## src/rtl/user_clock_lock_monitor_if.sv

```systemverilog
`default_nettype none
// ============================================================================
//  Module      : user_clock_lock_monitor_if
//  Description : Bundles the lock-monitor signals that sit between the PLL
//                environment and the monitor.
//                  locked_in       - PLL lock indication, asynchronous to clk
//                  pll_rst_out     - active-high reset to the PLL
//                  rst_n_out       - active-low reset for user-clock logic
//                  fail_out        - sticky: lock could not be achieved
//                  lock_loss_count - saturating count of lock losses in RUN
//                master : environment side (drives locked_in)
//                slave  : monitor side (drives the outputs)
//  Revision    : 1.0  initial release
// ============================================================================
interface user_clock_lock_monitor_if;
    logic       locked_in;
    logic       pll_rst_out;
    logic       rst_n_out;
    logic       fail_out;
    logic [7:0] lock_loss_count;

    modport master (
        output locked_in,
        input  pll_rst_out,
        input  rst_n_out,
        input  fail_out,
        input  lock_loss_count
    );

    modport slave (
        input  locked_in,
        output pll_rst_out,
        output rst_n_out,
        output fail_out,
        output lock_loss_count
    );
endinterface
`default_nettype wire

```

## src/rtl/user_clock_lock_monitor.sv

```systemverilog
`default_nettype none
// ============================================================================
//  Module      : user_clock_lock_monitor
//  Description : Sequences a PLL through reset, waits for lock, requires a
//                stable lock period before releasing the user reset, and
//                restarts the PLL on lock loss. Repeated lock timeouts end in
//                a sticky FAIL state that only rst clears.
//  Ports       : clk  - PLL reference clock (single clock domain)
//                rst  - synchronous active-high reset
//                bus  - user_clock_lock_monitor_if.slave
//                       (locked_in in; pll_rst_out, rst_n_out, fail_out,
//                        lock_loss_count out)
//  Revision    : 1.0  initial release
// ============================================================================
module user_clock_lock_monitor #(
    parameter int PLL_RST_CYCLES      = 16,
    parameter int LOCK_STABLE_CYCLES  = 1024,
    parameter int LOCK_TIMEOUT_CYCLES = 65536,
    parameter int MAX_RETRIES         = 3
) (
    input  wire logic                    clk,
    input  wire logic                    rst,
    user_clock_lock_monitor_if.slave     bus
);

    localparam int c_cnt_w = $clog2(LOCK_TIMEOUT_CYCLES + 1);
    localparam int c_ret_w = $clog2(MAX_RETRIES + 1);

    // Terminal counts: each phase leaves on the edge where the counter
    // already holds N-1, so the phase lasts exactly N cycles.
    localparam logic [c_cnt_w-1:0] c_pll_last     = c_cnt_w'(PLL_RST_CYCLES - 1);
    localparam logic [c_cnt_w-1:0] c_stable_last  = c_cnt_w'(LOCK_STABLE_CYCLES - 1);
    localparam logic [c_cnt_w-1:0] c_timeout_last = c_cnt_w'(LOCK_TIMEOUT_CYCLES - 1);
    localparam logic [c_ret_w-1:0] c_retry_last   = c_ret_w'(MAX_RETRIES - 1);

    typedef enum logic [2:0] {
        S_PLL_RESET = 3'd0,
        S_WAIT_LOCK = 3'd1,
        S_STABLE    = 3'd2,
        S_RUN       = 3'd3,
        S_FAIL      = 3'd4
    } state_t;

    state_t               r_state;
    logic [c_cnt_w-1:0]   r_cnt;
    logic [c_ret_w-1:0]   r_retries;
    logic [7:0]           r_loss_count;
    logic                 r_sync1;
    logic                 r_sync2;
    logic                 r_pll_rst;
    logic                 r_rst_n;
    logic                 r_fail;

    // Two-flop synchronizer for the asynchronous lock indication.
    always_ff @(posedge clk) begin
        if (rst) begin
            r_sync1 <= 1'b0;
            r_sync2 <= 1'b0;
        end else begin
            r_sync1 <= bus.locked_in;
            r_sync2 <= r_sync1;
        end
    end

    // Outputs are updated together with the state on every transition so
    // each one is a flop that mirrors exactly one state.
    always_ff @(posedge clk) begin
        if (rst) begin
            r_state      <= S_PLL_RESET;
            r_cnt        <= '0;
            r_retries    <= '0;
            r_loss_count <= '0;
            r_pll_rst    <= 1'b1;
            r_rst_n      <= 1'b0;
            r_fail       <= 1'b0;
        end else begin
            case (r_state)
                S_PLL_RESET: begin
                    if (r_cnt == c_pll_last) begin
                        r_state   <= S_WAIT_LOCK;
                        r_cnt     <= '0;
                        r_pll_rst <= 1'b0;
                    end else begin
                        r_cnt <= r_cnt + 1'b1;
                    end
                end

                S_WAIT_LOCK: begin
                    // Lock is tested first so it wins over a coincident timeout.
                    if (r_sync2) begin
                        r_state <= S_STABLE;
                        r_cnt   <= '0;
                    end else if (r_cnt == c_timeout_last) begin
                        r_cnt <= '0;
                        if (r_retries == c_retry_last) begin
                            r_state <= S_FAIL;
                            r_fail  <= 1'b1;
                        end else begin
                            r_state   <= S_PLL_RESET;
                            r_retries <= r_retries + 1'b1;
                            r_pll_rst <= 1'b1;
                        end
                    end else begin
                        r_cnt <= r_cnt + 1'b1;
                    end
                end

                S_STABLE: begin
                    if (!r_sync2) begin
                        // Chatter: restart the wait without consuming a retry.
                        r_state <= S_WAIT_LOCK;
                        r_cnt   <= '0;
                    end else if (r_cnt == c_stable_last) begin
                        r_state   <= S_RUN;
                        r_cnt     <= '0;
                        r_retries <= '0;
                        r_rst_n   <= 1'b1;
                    end else begin
                        r_cnt <= r_cnt + 1'b1;
                    end
                end

                S_RUN: begin
                    if (!r_sync2) begin
                        r_state   <= S_PLL_RESET;
                        r_cnt     <= '0;
                        r_pll_rst <= 1'b1;
                        r_rst_n   <= 1'b0;
                        if (r_loss_count != 8'hFF) begin
                            r_loss_count <= r_loss_count + 8'd1;
                        end
                    end
                end

                S_FAIL: begin
                    // Terminal until rst.
                end

                default: begin
                    // Unreachable encodings recover through a fresh PLL reset.
                    r_state   <= S_PLL_RESET;
                    r_cnt     <= '0;
                    r_pll_rst <= 1'b1;
                    r_rst_n   <= 1'b0;
                    r_fail    <= 1'b0;
                end
            endcase
        end
    end

    assign bus.pll_rst_out     = r_pll_rst;
    assign bus.rst_n_out       = r_rst_n;
    assign bus.fail_out        = r_fail;
    assign bus.lock_loss_count = r_loss_count;

endmodule
`default_nettype wire

```

## src/flat_wrapper.sv

```systemverilog
// flat-port wrapper written by rule: the top's interface ports become plain ports
module user_clock_lock_monitor_flat 
#(
    parameter int PLL_RST_CYCLES      = 16,
    parameter int LOCK_STABLE_CYCLES  = 1024,
    parameter int LOCK_TIMEOUT_CYCLES = 65536,
    parameter int MAX_RETRIES         = 3
)
  (clk, rst, bus_locked_in, bus_pll_rst_out, bus_rst_n_out, bus_fail_out, bus_lock_loss_count);
  user_clock_lock_monitor_if bus_i ();
  input  wire logic clk;
  input  wire logic rst;
  input wire logic [$bits(bus_i.locked_in)-1:0] bus_locked_in;
  output wire logic [$bits(bus_i.pll_rst_out)-1:0] bus_pll_rst_out;
  output wire logic [$bits(bus_i.rst_n_out)-1:0] bus_rst_n_out;
  output wire logic [$bits(bus_i.fail_out)-1:0] bus_fail_out;
  output wire logic [$bits(bus_i.lock_loss_count)-1:0] bus_lock_loss_count;
  assign bus_i.locked_in = bus_locked_in;
  assign bus_pll_rst_out = bus_i.pll_rst_out;
  assign bus_rst_n_out = bus_i.rst_n_out;
  assign bus_fail_out = bus_i.fail_out;
  assign bus_lock_loss_count = bus_i.lock_loss_count;
  user_clock_lock_monitor #(.PLL_RST_CYCLES(PLL_RST_CYCLES), .LOCK_STABLE_CYCLES(LOCK_STABLE_CYCLES), .LOCK_TIMEOUT_CYCLES(LOCK_TIMEOUT_CYCLES), .MAX_RETRIES(MAX_RETRIES)) u_core (.clk(clk), .rst(rst), .bus(bus_i));
endmodule
```

## config.mk

```make
export PLATFORM = sky130hd
export DESIGN_NAME = user_clock_lock_monitor_flat
export DESIGN_NICKNAME = d
export VERILOG_FILES = /design/src/rtl/user_clock_lock_monitor_if.sv /design/src/rtl/user_clock_lock_monitor.sv /design/src/flat_wrapper.sv
export SDC_FILE = /design/constraint.sdc
export NUM_CORES = 1
export LEC_CHECK = 0
export CORE_ASPECT_RATIO = 0.5
export CORE_MARGIN = 10
export CORE_UTILIZATION = 45
export CTS_CLUSTER_DIAMETER = 30
export DETAILED_ROUTE_END_ITERATION = 12
export GPL_ROUTABILITY_DRIVEN = 0
export GPL_TIMING_DRIVEN = 0
export MAX_ROUTING_LAYER = met4
export PLACE_DENSITY_LB_ADDON = 0.15
export RECOVER_POWER = 100
export SKIP_LAST_GASP = 1
export SYNTH_ARGS = -nofsm -noshare
export SYNTH_HDL_FRONTEND = slang
export SYNTH_SLANG_ARGS = --single-unit
export TNS_END_PERCENT = 30
```

## constraint.sdc

```tcl
create_clock -name clk -period 6.4 [get_ports clk]
set_input_delay 0.64 -clock clk [delete_from_list [all_inputs] [get_ports clk]]
set_output_delay 0.64 -clock clk [all_outputs]
set_load 0.02 [all_outputs]
```

Yosys cells after proc, flatten, opt, wreduce, memory -nomap -nowiden. Cells that the tools add are included.

Bits in read-only memories: 0. Memories kept: 0. Register bits after elaboration: 35. Bits in latches: 0. Output and inout port bits: 11. Input bits: 3. Memory bits (writable): 0. Word-level logic and storage cells: 83.

Bitwise logic cells: 5. Multiplexer cells: 35. Shift-type cells: 0. $lt $le $gt $ge: 0. Div/mod/pow operators: 0. Equal/unequal tests: 19. Multipliers: 0. Reduce and logical (&&, ||, !) cells: 12. $add $sub $neg: 3.

Operator list (number): $mux W17 (6); $pmux W17 S5 (1); $mux W3 (7); $add A17 B1 Y17 const B (1); $eq A17 B10 Y1 const B (1); $eq A17 B16 Y1 const B (1); $eq A17 B4 Y1 const B (1); $pmux W3 S5 (1); $reduce_and A6 Y1 (2); $mux W1 (11); $mux W2 (5); $ne A2 B1 Y1 const B (5); $add A8 B1 Y8 const B (1); $ne A8 B8 Y1 const B (1); $reduce_and A4 Y1 (2); $eq A3 B2 Y1 const B (2); $ne A2 B2 Y1 const B (3); $not A1 Y1 (5); $reduce_and A5 Y1 (1); $pmux W1 S4 (1); $pmux W2 S2 (1); $reduce_or A4 Y1 (1); $eq A3 B1 Y1 const B (1); $eq A3 B3 Y1 const B (1); 12 further kinds (12).

Depth between registers and ports, before layout.
Word-level depth: 5. Mapped depth: 11. Mapped depth without buffers: 11.

Worst setup path after synthesis. No wires, ideal clock.

Kind: register to register. From: reg u_core.r_cnt[0]. To: reg u_core.r_state[0]. Cell stages (with the launch flop): 10. Data arrival time: 2.118 ns. Period minus slack after synthesis: 2.239 ns. Setup time: 0.121 ns. Slack: 4.161 ns. Buffers on the path: 0. Data required time: 6.279 ns. Cells stage by stage: dfxtp_1 ha_1 and3_4 and3_2 nand4_1 inv_1 ha_1 and2b_2 nor4_4 mux2_4.

Word-level cells in the longest chain between the ends: 3. Elaborated cells on any way between the ends: 7. Those cells by class: eq/ne (6); reduce/logical (1).

Ends and longest elaborated chain: start: declaration (line user_clock_lock_monitor.sv:45) `logic [c_cnt_w-1:0] r_cnt;`; start signal: assignment (line user_clock_lock_monitor.sv:84) `r_cnt <= r_cnt + 1'b1;`; start signal: assignment (line user_clock_lock_monitor.sv:104) `r_cnt <= r_cnt + 1'b1;`; start signal: assignment (line user_clock_lock_monitor.sv:119) `r_cnt <= r_cnt + 1'b1;`; $eq A17 B10 Y1 (tied with other cells) (line user_clock_lock_monitor.sv:113) `end else if (r_cnt == c_stable_last) begin`; $ne A3 B3 Y1 (no source line) (tied with other cells); $reduce_and A5 Y1 (no source line) (*); end signal: assignment (line user_clock_lock_monitor.sv:111) `r_state <= S_WAIT_LOCK;`; end signal: assignment (line user_clock_lock_monitor.sv:114) `r_state <= S_RUN;`; end signal: assignment (line user_clock_lock_monitor.sv:125) `r_state <= S_PLL_RESET;`; end: declaration (line user_clock_lock_monitor.sv:44) `state_t r_state;`.

Every way passes the cells marked *; elsewhere a longest branch is shown, timed or not. A chain may end at the register's enable or synchronous reset.

Worst setup path after layout.
From: reg u_core.r_cnt[6]. To: reg u_core.r_cnt[15].

Word-level cells in the longest chain between the ends: 4. Elaborated cells on any way between the ends: 10. Those cells by class: add/sub (1); eq/ne (3); mux (6).

Ends and longest elaborated chain: $add A17 B1 Y17 (tied with other cells) (line user_clock_lock_monitor.sv:84, user_clock_lock_monitor.sv:104, user_clock_lock_monitor.sv:119); $mux W17, on equally long branches (line user_clock_lock_monitor.sv:113, user_clock_lock_monitor.sv:93); $mux W17, on equally long branches (line user_clock_lock_monitor.sv:109, user_clock_lock_monitor.sv:90); $pmux W17 S5 (*) (line user_clock_lock_monitor.sv:77) `case (r_state)`.

Marks and branches as above.

==> impl_metrics.env <==
export IMPL_period_minus_slack_ns=3.214
export IMPL_cts_resized=0
export IMPL_grt_max_degree=11
export IMPL_cp_cell_sequence="nand4_1, nor3_1, nand4_1, inv_1, ha_1, and2b_1, nor4_1, clkbuf_1, nor3_1"
export IMPL_worst_path_buf_inv=2
export IMPL_rows=16
export IMPL_synth_cells=202
export IMPL_syn_num_nets=210
export IMPL_fmax_mhz=311.1
export IMPL_hp_start="u_core.r_sync1"
export IMPL_port_buffer_count=12
export IMPL_layout_common_cells="35 x dfxtp_1, 20 x nor3_1, 18 x nor2_1"
export IMPL_finalPower_mw=0.5270
export IMPL_synth_avg_cell_area_um2=8.839
export IMPL_avgRoutedWirePerCell_um=13.50
export IMPL_crit_start="u_core.r_cnt[6]"
export IMPL_wirelength_um=3699
export IMPL_drive_above_1_share_pct=6.818
export IMPL_synthArstFlopShare_pct=0
export IMPL_path_max_fanout=10
export IMPL_grt_pass1_wl_um=6444
export IMPL_cpPeakStageDelay_ns=0.70
export IMPL_ant_nets=0
export IMPL_ys_warn_count=0
export IMPL_die_area_um2=7040
export IMPL_hold_path_class="register to register"
export IMPL_slew_viol_final=0
export IMPL_clkTransAtPathRegs_ns=0.06
export IMPL_synthFlopType="dfxtp_1"
export IMPL_rsz0062_at_grt="false"
export IMPL_critPathArrivalTime_ns=3.36
export IMPL_cap_violations=0
export IMPL_fin_setup_tns_ns=0
export IMPL_cpMaxStageDelayCell="nor4_1"
export IMPL_grt_usage_pct=11.41
export IMPL_ff2ff_setup_slack_ns=3.19
export IMPL_core_um2=3864
export IMPL_die_w_um=109.1
export IMPL_crit_required_ns=6.55
export IMPL_synth_seq_cells=35
export IMPL_yosysSeqAreaShare_pct=39.24
export IMPL_antenna_cells=0
export IMPL_worst_pin_slew_ns=0.9070
export IMPL_synth_edf_count=0
export IMPL_cts_root_buf="clkbuf_8"
export IMPL_io_pins=14
export IMPL_end_kind="register"
export IMPL_finClkSkew_ns=0.001593
export IMPL_start_util_pct=46.21
export IMPL_layout_commonest_cell="dfxtp_1"
export IMPL_antenna_found_initial=0
export IMPL_p_leak_nw=0.7322
export IMPL_crit_family="simple AND/OR/NAND/NOR gates"
export IMPL_dr_total_vias=1466
export IMPL_place_hpwl_um=2682
export IMPL_ctsHtreeMaxLevel=2
export IMPL_cts_tree="done"
export IMPL_synthToLayoutAreaGrowth_pct=12.82
export IMPL_clk_latency_ns=0.28
export IMPL_irDropWorstVdd_mv=0.1059
export IMPL_hold_violations=0
export IMPL_min_period_over_period_pct=50.23
export IMPL_rr_startpoint="u_core.r_cnt[6]"
export IMPL_synth_cell_types=46
export IMPL_dr_pass1_iters=4
export IMPL_status="complete, no violations"
export IMPL_fin_nets=229
export IMPL_vias_per_cell=5.350
export IMPL_setup_viol=0
export IMPL_cts_setup_buffers=0
export IMPL_holdBufCountCts=0
export IMPL_numClockSinks=35
export IMPL_cts_buffer_depth=2
export IMPL_maxSlewHeadroom_pct=38.97
export IMPL_crit_path_start_kind="register"
export IMPL_synthesis_area_um2=1785
export IMPL_drc=0
export IMPL_grt_overflow_total=0
export IMPL_cts_inserted_buffers=5
export IMPL_grt_pass1_vias=1397
export IMPL_criticalPathCategory="register to register"
export IMPL_die_h_um=64.54
export IMPL_p_per_area_nw_per_um2=261.6
export IMPL_first_iter_violations=57
[final cells by class]
type                            instances  area (um2)
Fill cell                             380        1849
Multi-Input combinational cell        149       973.4
Sequential cell                        35       700.7
Timing Repair Buffer                   12       120.1
Clock buffer                            6       72.57
Tap cell                               54       67.56
Buffer                                 11       53.80
Inverter                                7       26.28
[metrics by stage]
step / utilization, % / std cells / setup slack (ns) / cell area, um2 / hold WS [ns]
after floorplan: - / 202 / 4.161 / 1785 / 0.4138
after global placement: 51.07 / 268 / 3.833 / 1973 / 0.4181
after detailed placement: 51.07 / 268 / 3.794 / 1973 / 0.4277
after CTS: 52.95 / 274 / 3.778 / 2046 / 0.4430
after global routing: 52.14 / 274 / 2.804 / 2014 / 0.4625
final: 52.14 / 274 / 3.186 / 2014 / 0.4422
[synthesized netlist by cell type (5+ instances only)]
cell	n	area [um2]
nor2b_1	6	37.54
ha_1	5	62.56
nand3_1	10	50.05
a21oi_1	7	35.03
nor2_1	18	67.56
xnor2_1	7	61.31
nor3_1	20	100.1
clkbuf_1	5	18.77
nand2_1	10	37.54
inv_1	7	26.28
dfxtp_1	35	700.7
nand4_1	11	68.82
xor2_1	13	113.9
[logic make-up (layout without fill, tap and decap cells)]
kind of cell	count (synthesis)	in the layout	synth area share, %
simple gates	100	100	32.80
mux	2	2	1.401
fa+ha+maj	5	5	3.504
xor+xnor	20	20	9.811
compound gates	22	22	8.200
flops	35	35	39.24
buf+inv	18	36	5.046
[power by group]
part / internal (mW) / switching (mW) / total (mW)
combinational: 0.0535 / 0.0781 / 0.132
sequential: 0.234 / 0.0171 / 0.251
clock: 0.0725 / 0.0721 / 0.145
total: 0.360 / 0.167 / 0.527
[state kept, by name, indices dropped and copies added, names as in the netlist]
name and cells:
u_core.r_sync2 1, u_core.bus.fail_out 1, u_core.r_sync1 1, u_core.r_retries 2
u_core.bus.lock_loss_count 8, u_core.bus.rst_n_out 1, u_core.bus.pll_rst_out 1, u_core.r_cnt 17
u_core.r_state 3
[path summary, 6_finish.rpt]
kind | end | cells past startpoint
worst max register to register | u_core.r_cnt[15] | 9
worst max-delay path | u_core.r_cnt[15] | 9
worst min-delay path | u_core.r_sync2 | 1
worst min register to register | u_core.r_sync2 | 1
[routing by layer]
layer	wire length [um]	part of all wire, %	vias to the layer above	GRT usage [%]
met2	1664	45	22	17.71
li1	-	-	761	-
met4	8	0.22	0	3.268
met1	1866	50	681	13.74
met5	0	0	-	-
met3	159	4.3	2	3.945
Power figures use the tool's default switching activity.
